==> config.mk <==
export PLATFORM = sky130hd
export DESIGN_NAME = event_blinker
export DESIGN_NICKNAME = d
export VERILOG_FILES = /design/src/rtl/event_blinker.sv
export SDC_FILE = /design/constraint.sdc
export NUM_CORES = 1
export LEC_CHECK = 0
export CAP_MARGIN = 10
export CELL_PAD_IN_SITES_DETAIL_PLACEMENT = 1
export CELL_PAD_IN_SITES_GLOBAL_PLACEMENT = 2
export CORE_MARGIN = 3
export CORE_UTILIZATION = 36
export CTS_CLUSTER_SIZE = 28
export DETAILED_ROUTE_END_ITERATION = 8
export GPL_ROUTABILITY_DRIVEN = 0
export PLACE_DENSITY = 0.8
export SETUP_SLACK_MARGIN = 0.4
export SLEW_MARGIN = 30
export SYNTH_ARGS = -nofsm -noshare
export SYNTH_HDL_FRONTEND = slang
export SYNTH_SLANG_ARGS = --single-unit
==> constraint.sdc <==
create_clock -name clk -period 3.7 [get_ports clk]
set_input_delay 0.74 -clock clk [delete_from_list [all_inputs] [get_ports clk]]
set_output_delay 0.74 -clock clk [all_outputs]
set_load 0.05 [all_outputs]
==> src/rtl/event_blinker.sv <==
// Turns single-cycle event pulses into visible LED blinks. Events that arrive
// mid-blink are held in a saturating queue and played back to back.
module event_blinker #(
    parameter int TICK_DIV  = 250000,
    parameter int ON_TICKS  = 40,
    parameter int OFF_TICKS = 40,
    parameter int CNT_W     = 4
) (
    input  logic             clk,
    input  logic             rst,
    input  logic             event_pulse,
    output logic             led,
    output logic             busy,
    output logic [CNT_W-1:0] pending,
    output logic             overflow
);

    localparam int PRE_W = (TICK_DIV > 1) ? $clog2(TICK_DIV) : 1;
    localparam int MAX_T = (ON_TICKS > OFF_TICKS) ? ON_TICKS : OFF_TICKS;
    localparam int PH_W  = (MAX_T > 1) ? $clog2(MAX_T) : 1;

    localparam logic [PRE_W-1:0] PRE_LAST = PRE_W'(TICK_DIV - 1);
    localparam logic [PH_W-1:0]  ON_LAST  = PH_W'(ON_TICKS - 1);
    localparam logic [PH_W-1:0]  OFF_LAST = PH_W'(OFF_TICKS - 1);

    typedef enum logic [1:0] {IDLE, ON, OFF} state_t;

    state_t           state;
    logic [PH_W-1:0]  phase;
    logic [PRE_W-1:0] pre_cnt;
    logic             tick;
    logic             pend_nz;
    logic             full;
    logic             start;

    assign tick    = (pre_cnt == PRE_LAST);
    assign pend_nz = (pending != '0);
    assign full    = &pending;
    assign busy    = (state != IDLE) || pend_nz;

    // A blink starts on a tick from IDLE, or on the last OFF tick so queued
    // events play with no idle gap; it always looks at the registered count.
    assign start = tick && pend_nz &&
                   ((state == IDLE) || ((state == OFF) && (phase == OFF_LAST)));

    // NOTE: non-blocking assignments in every clocked block so all registers
    // update from the same pre-edge values regardless of statement order.
    always_ff @(posedge clk) begin
        if (rst) begin
            pre_cnt <= '0;
        end else if (tick) begin
            pre_cnt <= '0;
        end else begin
            pre_cnt <= pre_cnt + PRE_W'(1);
        end
    end

    always_ff @(posedge clk) begin
        if (rst) begin
            state <= IDLE;
            phase <= '0;
            led   <= 1'b0;
        end else if (tick) begin
            case (state)
                IDLE: begin
                    if (start) begin
                        state <= ON;
                        phase <= '0;
                        led   <= 1'b1;
                    end
                end
                ON: begin
                    if (phase == ON_LAST) begin
                        state <= OFF;
                        phase <= '0;
                        led   <= 1'b0;
                    end else begin
                        phase <= phase + PH_W'(1);
                    end
                end
                OFF: begin
                    if (phase == OFF_LAST) begin
                        phase <= '0;
                        if (start) begin
                            state <= ON;
                            led   <= 1'b1;
                        end else begin
                            state <= IDLE;
                        end
                    end else begin
                        phase <= phase + PH_W'(1);
                    end
                end
                default: begin
                    state <= IDLE;
                    phase <= '0;
                    led   <= 1'b0;
                end
            endcase
        end
    end

    // An event coinciding with a start is a net zero, so it is accepted even
    // when the queue is full.
    always_ff @(posedge clk) begin
        if (rst) begin
            pending  <= '0;
            overflow <= 1'b0;
        end else begin
            overflow <= 1'b0;
            if (event_pulse && !start) begin
                if (full) begin
                    overflow <= 1'b1;
                end else begin
                    pending <= pending + CNT_W'(1);
                end
            end else if (start && !event_pulse) begin
                pending <= pending - CNT_W'(1);
            end
        end
    end

endmodule

# After elaboration in Yosys (flattened, before gate mapping)
# Index checks and enable logic that the tools add are counted.
# Widths: inputs -> output; s select.
[word_totals] register_bits=32 latchBits=0 ramBits=0 mem_bits_ro=0 inputBits=3 output_inout_bits=7 word_cells=56 memories=0
[op_classes] add_sub_neg=4 mul=0 div=0 magnitude_cmp=0 n_eq_ne=8 n_shift=0 n_mux=16 n_bitwise=1 reduce_logical=21
[ops] cell="$add 18x1->18 const B" n=1
[ops] cell="$eq 18x18->1 const B" n=1
[ops] cell="$mux 4" n=3
[ops] cell="$mux 6" n=2
[ops] cell="$pmux 6 s2" n=1
[ops] cell="$reduce_and 4->1" n=2
[ops] cell="$add 6x1->6 const B" n=1
[ops] cell="$eq 6x6->1 const B" n=1
[ops] cell="$mux 2" n=3
[ops] cell="$ne 2x2->1 const B" n=3
[ops] cell="$pmux 2 s3" n=1
[ops] cell="$reduce_or 2->1" n=3
[ops] cell="$logic_and 1x1->1" n=5
[ops] cell="$mux 1" n=5
[ops] cell="$add 4x1->4 const B" n=1
[ops] cell="$reduce_and 2->1" n=2
[ops] cell="$reduce_bool 2->1" n=2
[ops] cell="$reduce_bool 4->1" n=1
[ops] cell="$sub 4x1->4 const B" n=1
[ops] cell="$pmux 1 s3" n=1
[ops] cell="$reduce_and 3->1" n=1
[ops] cell="$eq 2x1->1 const B" n=1
[ops] cell="$eq 2x2->1 const B" n=1
[ops] cell="$logic_not 1->1" n=2
[ops] cell="4 further kinds" n=5

# Longest topological paths before layout
# Gate-level depths: netlist (run 1).
[depth] word_depth=8 ltp_mapped=12 depth_no_buf=12

# Least setup slack after synthesis (run 1)
# Ideal clock, no wire load.
[synth_path] path_kind="register -> register" startpoint="reg pending[0]" endpoint="reg pending[3]" setup_time_ps=121 arrival_ps=2704 setup_slack_ps=875 stages_incl_launch_ff=11 cell_sequence="dfxtp_1 > o41ai_1 > o31ai_1 > nand3_2 > nand2_1 > ha_1 > a21o_1 > a21oi_1 > nor2_1 > mux2i_1 > mux2_2"
[synth_via] elab_chain_cells=7 elab_cells_between_ends=15 cone_classes="add/sub (2); eq/ne (1); mux (3); reduce/logical (9)"
[synth_lines] element="from (decl)" line="14" rtl="output logic [CNT_W-1:0] pending,"
[synth_lines] element="from (signal assigned)" line="115" rtl="pending <= pending + CNT_W'(1);"
[synth_lines] element="from (signal assigned)" line="118" rtl="pending <= pending - CNT_W'(1);"
[synth_lines] element="$reduce_bool 4->1" line="37" rtl="assign pend_nz = (pending != '0);"
[synth_lines] element="$logic_and 1x1->1 (2 in series)" line="43" rtl="assign start = tick && pend_nz &&"
[synth_lines] element="$logic_not 1->1" line="111" rtl="if (event_pulse && !start) begin"
[synth_lines] element="$logic_and 1x1->1" line="111"
[synth_lines] element="$ne 2x2->1 (no source line) or $reduce_bool 2->1 (tied branches)"
[synth_lines] element="$reduce_and 2->1 (no source line)"
# Several ways; a longest one is shown, not always the timed one. The select of a mux whose other input is x is not followed.
# A chain may end at the register's enable or synchronous reset.

# Worst setup path in the final report (run 1)
[layout_path] startpoint="reg phase[0]" endpoint="reg pending[3]"
[layout_via] elab_chain_cells=8 elab_cells_between_ends=11 cone_classes="eq/ne (2); mux (1); reduce/logical (8)"
[layout_lines] element="from (decl)" line="29" rtl="logic [PH_W-1:0] phase;"
[layout_lines] element="from (signal assigned)" line="78" rtl="phase <= phase + PH_W'(1);"
[layout_lines] element="from (signal assigned)" line="91" rtl="phase <= phase + PH_W'(1);"
[layout_lines] element="$eq 6x6->1 (*)" line="44" rtl="((state == IDLE) || ((state == OFF) && (phase == OFF_LAST)));"
[layout_lines] element="$logic_and 1x1->1 (*)" line="44"
[layout_lines] element="$logic_or 1x1->1 (*)" line="44"
[layout_lines] element="$logic_and 1x1->1 (*)" line="43"
[layout_lines] element="$logic_not 1->1" line="111"
[layout_lines] element="$logic_and 1x1->1" line="111"
[layout_lines] element="$ne 2x2->1 (no source line) or $reduce_bool 2->1 (tied branches)"
[layout_lines] element="$reduce_and 2->1 (no source line)"
# Mark *: on every way between the ends. The rest lies on a longest branch, timed or not.

==> flow_metrics.env, run 1 <==
export IMPL_final_cells=260
export IMPL_synth_edf_count=0
export IMPL_final_cell_mix="dfxtp_1, nor2_1, nand3_1, xnor2_1, nand2_1"
export IMPL_core_area_sq_um=4470
export IMPL_async_reset_ff_share_pct=0
export IMPL_pwr_share_comb_pct=13.4
export IMPL_clock_latency_ns=0.28
export IMPL_fmax_mhz=346
export IMPL_clock_root_buffer="clkbuf_8"
export IMPL_setup_viol=0
export IMPL_power_frac_seq_pct=49.2
export IMPL_numCtsBuffers=5
export IMPL_synthCells=196
export IMPL_antenna_left=0
export IMPL_grtUsageTotal_pct=15.8
export IMPL_crit_path_start_kind="register"
export IMPL_fillerInstances=543
export IMPL_hold_class="reg -> reg"
export IMPL_power_share_switching_pct=27.7
export IMPL_grt_pass1_vias=1504
export IMPL_power_share_clock_pct=37.4
export IMPL_netlist_area_sq_um=1720
export IMPL_placed_cell_area_sq_um=1850
export IMPL_min_period_over_period_pct=78.2
export IMPL_cts_num_sinks=32
export IMPL_initial_utilization_pct=38.5
export IMPL_worst_pin_slew_ns=0.541
export IMPL_drive_gt1_share_pct=12.0
export IMPL_synth_seq_cells=32
export IMPL_ys_seq_area_share_pct=37.2
export IMPL_post_cts_buffers=0
export IMPL_hpwl_um=2890
export IMPL_ff_latch_area_sq_um=641
export IMPL_grt_max_degree=19
export IMPL_internal_power_mw=0.540
export IMPL_io_pins=10
export IMPL_max_cap_viol_count=0
export IMPL_synth_cell_type_count=43
export IMPL_cp_required_ns=3.88
export IMPL_design_die_area_sq_um=5650
export IMPL_fin_setup_tns_ns=0
export IMPL_drtPass1Iterations=4
export IMPL_power_mw=0.746
export IMPL_multi_input_area_sq_um=1040
export IMPL_maxSlewViolCount=0
export IMPL_synth_area_per_cell_sq_um=8.78
export IMPL_vias=1435
export IMPL_wire_per_inst_um=15.2
export IMPL_cts_buffer_depth=2
export IMPL_wirelength_um=3960
export IMPL_rows=24
export IMPL_port_buffers=9
export IMPL_diodes=0
export IMPL_yosys_warnings=0
export IMPL_mostFrequentLayoutCell="dfxtp_1"
export IMPL_p_per_area_nw_per_um2=382
export IMPL_fin_area_sq_um=1950
export IMPL_fin_util_pct=43.6
export IMPL_fin_nets=219
export IMPL_arrival_ns=3.07
export IMPL_vias_per_cell=5.52
export IMPL_antenna_found_initial=0
export IMPL_cts_resized=0
export IMPL_area_delta_synth_final_pct=13.4
export IMPL_worst_path_max_fanout=6
export IMPL_slew_headroom_pct=63.8
export IMPL_dieWidth_um=75.2
export IMPL_die_h_um=75.2
export IMPL_drc_errors=0
export IMPL_grt_pass1_wl_um=6840
export IMPL_cts_clk_slew_worst_paths_ns=0.07
export IMPL_synth_fp_nets=208
export IMPL_crit_path_end_kind="register"
export IMPL_hold_violations=0
export IMPL_grt_overflow=0
export IMPL_min_period_ns=2.89
export IMPL_synth_main_ff_cell="dfxtp_1"
export IMPL_cellLeakagePower_nw=0.715
export IMPL_skew_ns=0.00609
export IMPL_outcome="complete, no violations"
export IMPL_critical_path_class="reg -> reg"
export IMPL_grt_setup_unrepaired="false"
export IMPL_dp_cells=252
export IMPL_cts_max_level=2
export IMPL_postCtsHoldBufs=0
export IMPL_cts_tree="done"
export IMPL_irDropWorstVdd_uv=238
export IMPL_first_iter_violations=65
export IMPL_p_switching_mw=0.207
==> cells by family after synthesis <==
| kind of cell | synth area share, % |
|---|---|
| mux | 4.14 |
| flops | 37.2 |
| fa+ha+maj | 6.98 |
| buf+inv | 2.62 |
| simple gates | 32.4 |
| xor+xnor | 9.16 |
| compound gates | 7.49 |
==> power by group through the flow <==
| stage | Clock (mW) | Combinational (mW) | Sequential, mW |
|---|---|---|---|
| floorplan | 0 | 0.0550 | 0.388 |
| global placement | 0 | 0.0966 | 0.374 |
| detailed placement | 0 | 0.0992 | 0.375 |
| CTS | 0.291 | 0.0997 | 0.367 |
| global route | 0.306 | 0.111 | 0.369 |
| finish | 0.279 | 0.100 | 0.367 |
==> per-layer routing <==
| metal | up-vias | GRT usage (%) | wire length [um] |
|---|---|---|---|
| li1 | 705 | - | - |
| met1 | 707 | 18.0 | 1790 |
| met2 | 18 | 28.7 | 2010 |
| met3 | 5 | 4.01 | 117 |
| met4 | 0 | 4.66 | 43 |
| met5 | - | 0 | 0 |
==> synth_stat cells, types with 3 or more instances <==
master | count | area share [%]
dfxtp_1 | 32 | 37
nor2_1 | 31 | 6.8
nand3_1 | 12 | 3.5
xnor2_1 | 12 | 6.1
nand2_1 | 10 | 2.2
ha_1 | 8 | 5.8
a21oi_1 | 7 | 2.0
inv_1 | 6 | 1.3
nor2b_1 | 6 | 2.2
xor2_1 | 6 | 3.1
o21ai_0 | 5 | 1.5
nor3_1 | 4 | 1.2
and4_1 | 3 | 1.5
buf_2 | 3 | 0.87
mux2i_1 | 3 | 1.7
nand2b_1 | 3 | 1.1
nand4_1 | 3 | 1.1
nand4b_1 | 3 | 1.5
nor4_1 | 3 | 1.1
==> final timing paths <==
kind | slack (ns) | to | cells after the start | from
max reg2reg | 0.81 | pending[3]$_SDFFE_PP0P_ | 11 | phase[0]$_SDFFE_PP0P_
min reg2reg | 0.47 | pre_cnt[0]$_SDFF_PP0_ | 1 | pre_cnt[0]$_SDFF_PP0_
max | 0.81 | pending[3]$_SDFFE_PP0P_ | 11 | phase[0]$_SDFFE_PP0P_
min | 0.47 | pre_cnt[0]$_SDFF_PP0_ | 1 | pre_cnt[0]$_SDFF_PP0_
==> worst max-delay path: stages (launching register included) <==
cell and delay, ns:
dfxtp_1 0.39, ha_1 0.23, nand4b_1 0.20, o31ai_2 0.37
nand3_2 0.22, nand2_1 0.21, ha_1 0.25, a21o_1 0.18
a21oi_1 0.18, nor2_1 0.06, mux2i_1 0.15, mux2_2 0.35
==> final cells by class <==
class	count	area share (%)
clock buffer	6	4.23
clock inverter	2	0.513
inverter	6	1.15
multi-input combinational	153	53.3
sequential	32	32.8
tap	52	3.33
timing repair buffer	9	4.62
==> metrics by stage <==
stage / worst slack (ns) / hold WS [ns]
final: 0.808 / 0.469
after global routing: 0.478 / 0.504
after CTS: 0.674 / 0.475
after detailed placement: 0.705 / 0.459
after global placement: 0.855 / 0.440
after floorplan: 0.875 / 0.426
==> flip-flops by register name (all words and copies together) (netlist names) <==
signal / flops
pre_cnt: 18
phase: 6
pending: 4
state: 2
led: 1
overflow: 1
Power figures use the tool's default switching activity.
==> inputs of run 2 (changes only) <==
==> constraint.sdc (replaced) <==
create_clock -name clk -period 2.9 [get_ports clk]
set_input_delay 0.58 -clock clk [delete_from_list [all_inputs] [get_ports clk]]
set_output_delay 0.58 -clock clk [all_outputs]
set_load 0.05 [all_outputs]
==> run 2 against run 1 <==
  * Final area up 9.2%
  * Fmax is 14% higher
  * Global-route usage is 0.22 points higher
  * Flip-flop and latch count did not move
  * Critical path depth decreased by 1
  * Final cell count is 4.2% higher
  * Combinational power increased by 58%
  * Non-clock buffer count up 11
  * Via count increased by 2.1%
  * Critical path type unchanged
==> flow_metrics.env, run 2 (synthesis gave the netlist of run 1 again) <==
export IMPL_reg2reg_from="pre_cnt[5]$_SDFF_PP0_"
export IMPL_wire_per_inst_um=15.0
export IMPL_worst_slack_ns=0.370
export IMPL_internal_power_mw=0.708
export IMPL_initial_utilization_pct=38.5
export IMPL_worst_pin_slew_ns=0.509
export IMPL_diodes=0
export IMPL_cts_max_level=2
export IMPL_grt_max_degree=19
export IMPL_outcome="complete, no violations"
export IMPL_cellLeakagePower_nw=0.794
export IMPL_io_pins=10
export IMPL_antenna_found_initial=0
export IMPL_power_frac_seq_pct=47.8
export IMPL_first_iter_violations=67
export IMPL_cts_clk_slew_worst_paths_ns=0.07
export IMPL_dp_cells=254
export IMPL_critical_path_class="reg -> reg"
export IMPL_port_buffers=9
export IMPL_irDropWorstVdd_uv=229
export IMPL_clock_latency_ns=0.28
export IMPL_min_period_ns=2.53
export IMPL_dpl_worst_slack_ns=0.161
export IMPL_reg2regPathDepth=10
export IMPL_postCtsHoldBufs=0
export IMPL_fin_nets=230
export IMPL_p_switching_mw=0.279
export IMPL_grt_setup_unrepaired="true"
export IMPL_antenna_left=0
export IMPL_pwr_share_comb_pct=16.0
export IMPL_rows=24
export IMPL_fin_util_pct=47.7
export IMPL_largest_register_ff_count=18
export IMPL_crit_path_start_kind="register"
export IMPL_core_area_sq_um=4470
export IMPL_cp_endpoint="pending[3]$_SDFFE_PP0P_"
export IMPL_dieWidth_um=75.2
export IMPL_cp_startpoint="pre_cnt[5]$_SDFF_PP0_"
export IMPL_skew_ns=0.00636
export IMPL_grt_pass1_vias=1433
export IMPL_regMostFlops="pre_cnt"
export IMPL_timing_rr_end="pending[3]$_SDFFE_PP0P_"
export IMPL_maxSlewViolCount=0
export IMPL_grt_pass1_wl_um=6820
export IMPL_wirelength_um=4070
export IMPL_power_share_clock_pct=36.2
export IMPL_final_cell_mix="nor2_1, dfxtp_1, nand3_1, xnor2_1, buf_4"
export IMPL_hold_violations=0
export IMPL_reg_top3="pre_cnt (18), phase (6), pending (4)"
export IMPL_numCtsBuffers=5
export IMPL_clock_root_buffer="clkbuf_8"
export IMPL_hold_class="reg -> reg"
export IMPL_fmax_mhz=395
export IMPL_crit_path_end_kind="register"
export IMPL_placed_cell_area_sq_um=1920
export IMPL_final_cells=271
export IMPL_cts_num_sinks=32
export IMPL_drc_errors=0
export IMPL_r2r_slack_ns=0.37
export IMPL_vias_per_cell=5.41
export IMPL_cts_tree="done"
export IMPL_mostFrequentLayoutCell="nor2_1"
export IMPL_min_period_over_period_pct=87.2
export IMPL_hpwl_um=2850
export IMPL_drtPass1Iterations=4
export IMPL_power_share_switching_pct=28.3
export IMPL_drive_gt1_share_pct=25.1
export IMPL_max_cap_viol_count=0
export IMPL_fin_setup_tns_ns=0
export IMPL_worst_path_max_fanout=4
export IMPL_setup_viol=0
export IMPL_slew_headroom_pct=65.9
export IMPL_cts_buffer_depth=2
export IMPL_grt_overflow=0
export IMPL_vias=1465
export IMPL_fin_area_sq_um=2130
export IMPL_area_delta_synth_final_pct=23.8
export IMPL_cp_required_ns=3.07
export IMPL_arrival_ns=2.70
export IMPL_design_die_area_sq_um=5650
export IMPL_die_h_um=75.2
export IMPL_grtUsageTotal_pct=16.0
export IMPL_p_per_area_nw_per_um2=463
run 2: changes by cell type in the layout (fill, tap and decap cells not counted), moves of 2 or more:
cell | previous run | this run
ha_2 | 0 | 3
o41ai_1 | 2 | 0
buf_4 | 0 | 11
dfxtp_2 | 0 | 9
dfxtp_1 | 32 | 23
ha_4 | 0 | 2
ha_1 | 8 | 3
o41ai_2 | 0 | 2
run 2: timing repair:
item	in CTS	in global routing
resized for setup	5	9
endpoints found under the hold margin	0	0
buffers inserted	3	6
pin swaps	3	5
endpoints found under the setup margin	3	2
run 2: how the worst min path moves through the flow:
stage,from,end,slack (ns),cells past startpoint
after floorplan,pre_cnt[0]$_SDFF_PP0_,pre_cnt[0]$_SDFF_PP0_,0.43,1
after global placement,pre_cnt[0]$_SDFF_PP0_,pre_cnt[0]$_SDFF_PP0_,0.44,1
after detailed placement,pre_cnt[0]$_SDFF_PP0_,pre_cnt[0]$_SDFF_PP0_,0.45,1
after CTS,pre_cnt[0]$_SDFF_PP0_,pre_cnt[0]$_SDFF_PP0_,0.47,1
after global routing,pre_cnt[0]$_SDFF_PP0_,pre_cnt[0]$_SDFF_PP0_,0.50,1
final,pre_cnt[0]$_SDFF_PP0_,pre_cnt[0]$_SDFF_PP0_,0.47,1
run 2: power groups by stage:
stage | logic, mW | registers [mW] | clock network (mW)
final | 0.158 | 0.472 | 0.358
after global routing | 0.172 | 0.475 | 0.403
after CTS | 0.145 | 0.470 | 0.374
after detailed placement | 0.140 | 0.480 | 0
after global placement | 0.134 | 0.479 | 0
after floorplan | 0.0775 | 0.499 | 0
run 2: critical path: stages, from the launching register on:
cell and delay, ns:
dfxtp_2 0.33, or4b_4 0.56, nor3_4 0.27, nand3_4 0.12, nand2_4 0.11, ha_4 0.20
a21o_1 0.17, a21oi_2 0.14, nor2_1 0.06, mux2i_1 0.14, mux2_2 0.34
run 2: cell type report:
cell class / count / area, sq um
clock buffers: 6 / 82.6
clock inverters: 2 / 10.0
flip-flops and latches: 32 / 652
inverters: 6 / 22.5
well taps: 52 / 65.1
multi-input cells: 153 / 1130
fillers: 537 / 2340
repair buffers: 20 / 171
run 2: through the flow:
step / hold WS [ns] / power [mW]
3_3_place_gp: 0.440 / 0.613
6_report: 0.472 / 0.987
2_1_floorplan: 0.426 / 0.576
3_5_place_dp: 0.453 / 0.621
5_1_grt: 0.495 / 1.05
4_1_cts: 0.471 / 0.989
run 2: per-layer routing:
layer / wire length, um / part of all wire [%] / global-route usage [%] / up-vias
li1: - / - / - / 728
met1: 1830 / 45 / 19.3 / 717
met2: 2080 / 51 / 27.4 / 14
met3: 110 / 2.7 / 4.01 / 6
met4: 53 / 1.3 / 5.83 / 0
met5: 0 / 0 / 0 / -
==> inputs of run 3 (changes only) <==
--- a/config.mk
+++ b/config.mk
@@ -8,12 +8,12 @@
 export CAP_MARGIN = 10
 export CELL_PAD_IN_SITES_DETAIL_PLACEMENT = 1
 export CELL_PAD_IN_SITES_GLOBAL_PLACEMENT = 2
-export CORE_MARGIN = 3
 export CORE_UTILIZATION = 36
 export CTS_CLUSTER_SIZE = 28
 export DETAILED_ROUTE_END_ITERATION = 8
 export GPL_ROUTABILITY_DRIVEN = 0
-export PLACE_DENSITY = 0.8
+export GPL_TIMING_DRIVEN = 0
+export PLACE_DENSITY = 0.85
 export SETUP_SLACK_MARGIN = 0.4
 export SLEW_MARGIN = 30
 export SYNTH_ARGS = -nofsm -noshare
==> run 3 against run 2 <==
  * The run now ends with design-rule violations left
  * Clock-buffer cell count shrank 1
  * Critical path type unchanged
  * Power grew 8.6%
  * Clock skew is essentially flat
  * Clock power grew 23%
  * Global-route usage grew 3.8 points
  * Final area grew 3.9%
  * Final cell count grew 1.1%
  * Flip-flop and latch count is the same
  * Die area shrank 10%
  * Via count grew 0.20%
  * Worst hold slack gained 0.0026 ns
==> flow_metrics.env, run 3 (synthesis gave the netlist of run 1 again) <==
export IMPL_outcome="finished with violations"
export IMPL_violations="design-rule violations"
export IMPL_pwr_share_comb_pct=14.7
export IMPL_cp_required_ns=3.08
export IMPL_diodes=0
export IMPL_die_h_um=71.2
export IMPL_rows=24
export IMPL_cts_max_level=2
export IMPL_fmax_mhz=393
export IMPL_grt_max_degree=12
export IMPL_drtPass1Iterations=8
export IMPL_power_share_clock_pct=41.0
export IMPL_p_per_area_nw_per_um2=484
export IMPL_final_cell_mix="nor2_1, dfxtp_1, nand3_1, xnor2_1"
export IMPL_antenna_left=0
export IMPL_final_cells=274
export IMPL_cellLeakagePower_nw=0.816
export IMPL_mostFrequentLayoutCell="nor2_1"
export IMPL_dpl_worst_slack_ns=0.0649
export IMPL_crit_path_start_kind="register"
export IMPL_p_switching_mw=0.302
export IMPL_port_buffers=9
export IMPL_regMostFlops="pre_cnt"
export IMPL_worst_path_max_fanout=3
export IMPL_drc_errors=2
export IMPL_antenna_found_initial=0
export IMPL_design_die_area_sq_um=5060
export IMPL_power_frac_seq_pct=44.3
export IMPL_cts_tree="done"
export IMPL_internal_power_mw=0.770
export IMPL_dieWidth_um=71.2
export IMPL_min_period_over_period_pct=87.8
export IMPL_fillerInstances=525
export IMPL_clock_latency_ns=0.30
export IMPL_initial_utilization_pct=38.5
export IMPL_reg_top3="pre_cnt (18), phase (6), pending (4)"
export IMPL_skew_ns=0.00643
export IMPL_crit_path_end_kind="register"
export IMPL_first_iter_violations=83
export IMPL_hpwl_um=2990
export IMPL_wire_per_inst_um=16.5
export IMPL_cts_num_sinks=32
export IMPL_fin_nets=233
export IMPL_hold_violations=0
export IMPL_cts_buffer_depth=2
export IMPL_vias=1468
export IMPL_worst_pin_slew_ns=0.543
export IMPL_wirelength_um=4510
export IMPL_grt_pass1_vias=1580
export IMPL_fin_setup_tns_ns=0
export IMPL_grt_overflow=0
export IMPL_max_cap_viol_count=0
export IMPL_cts_clk_slew_worst_paths_ns=0.07
export IMPL_irDropWorstVdd_uv=287
export IMPL_core_area_sq_um=4470
export IMPL_ff_latch_area_sq_um=664
export IMPL_hold_class="reg -> reg"
export IMPL_grtUsageTotal_pct=19.7
export IMPL_dp_cells=257
export IMPL_numCtsBuffers=5
export IMPL_slew_headroom_pct=63.8
export IMPL_io_pins=10
export IMPL_worst_slack_ns=0.354
export IMPL_setup_viol=0
export IMPL_vias_per_cell=5.36
export IMPL_grt_pass1_wl_um=7650
export IMPL_largest_register_ff_count=18
export IMPL_min_period_ns=2.55
export IMPL_power_share_switching_pct=28.2
export IMPL_grt_setup_unrepaired="true"
export IMPL_drive_gt1_share_pct=27.0
export IMPL_maxSlewViolCount=0
export IMPL_multi_input_area_sq_um=1170
export IMPL_critical_path_class="reg -> reg"
export IMPL_arrival_ns=2.73
export IMPL_clock_root_buffer="clkbuf_8"
export IMPL_area_delta_synth_final_pct=28.7
-- run 3: layer usage --
metal  up-vias  share of wire [%]  GRT usage (%)
li1        732                  -              -
met5         -                  0              0
met2        19                 52           33.2
met3         7                2.9           7.12
met4         0                1.6           6.67
met1       710                 43           23.2
-- run 3: final timing paths --
| check | startpoint | slack, ns | to | cells after the start |
|---|---|---|---|---|
| worst max-delay path | pre_cnt[11]$_SDFF_PP0_ | 0.35 | pending[3]$_SDFFE_PP0P_ | 10 |
| worst min-delay path | pre_cnt[0]$_SDFF_PP0_ | 0.47 | pre_cnt[0]$_SDFF_PP0_ | 1 |
| worst max register to register | pre_cnt[11]$_SDFF_PP0_ | 0.35 | pending[3]$_SDFFE_PP0P_ | 10 |
| worst min register to register | pre_cnt[0]$_SDFF_PP0_ | 0.47 | pre_cnt[0]$_SDFF_PP0_ | 1 |
-- run 3: power by group through the flow --
| stage | sequential (mW) | combinational (mW) | clock, mW |
|---|---|---|---|
| global placement | 0.479 | 0.132 | 0 |
| finish | 0.475 | 0.158 | 0.439 |
| floorplan | 0.499 | 0.0775 | 0 |
| CTS | 0.471 | 0.144 | 0.451 |
| detailed placement | 0.482 | 0.137 | 0 |
| global route | 0.477 | 0.170 | 0.482 |
-- run 3: metrics by stage --
step / hold slack [ns] / power (mW) / util (%) / cell area (sq um)
2_1_floorplan: 0.426 / 0.576 / - / 1770
3_3_place_gp: 0.439 / 0.611 / 43.1 / 1930
3_5_place_dp: 0.463 / 0.620 / 43.1 / 1930
4_1_cts: 0.481 / 1.07 / 47.3 / 2120
5_1_grt: 0.496 / 1.13 / 49.5 / 2220
6_report: 0.475 / 1.07 / 49.5 / 2220
-- run 3: timing repair --
item | in CTS | in global routing
hold buffers | 0 | 0
pin swaps | 7 | 5
setup endpoints to repair | 3 | 2
endpoints found under the hold margin | 0 | 0
gates resized for setup | 10 | 16
setup buffers | 7 | 2
-- run 3: critical path: stages, from the launching register on --
cell and delay (ns):
dfxtp_4 0.35, or4b_4 0.55, nor3_4 0.19, nand3_4 0.12, nand2_4 0.10, ha_4 0.21
a21o_1 0.17, a21oi_2 0.19, nor2_1 0.06, mux2i_1 0.15, mux2_2 0.35
-- run 3: area by class of cell --
type / count / area share, %
clock buffer: 5 / 3.11
sequential: 32 / 30.0
timing repair buffer: 18 / 7.06
tap: 52 / 2.94
clock inverter: 3 / 1.92
inverter: 6 / 1.02
buffer: 5 / 1.02
multi-input combinational: 153 / 53.0
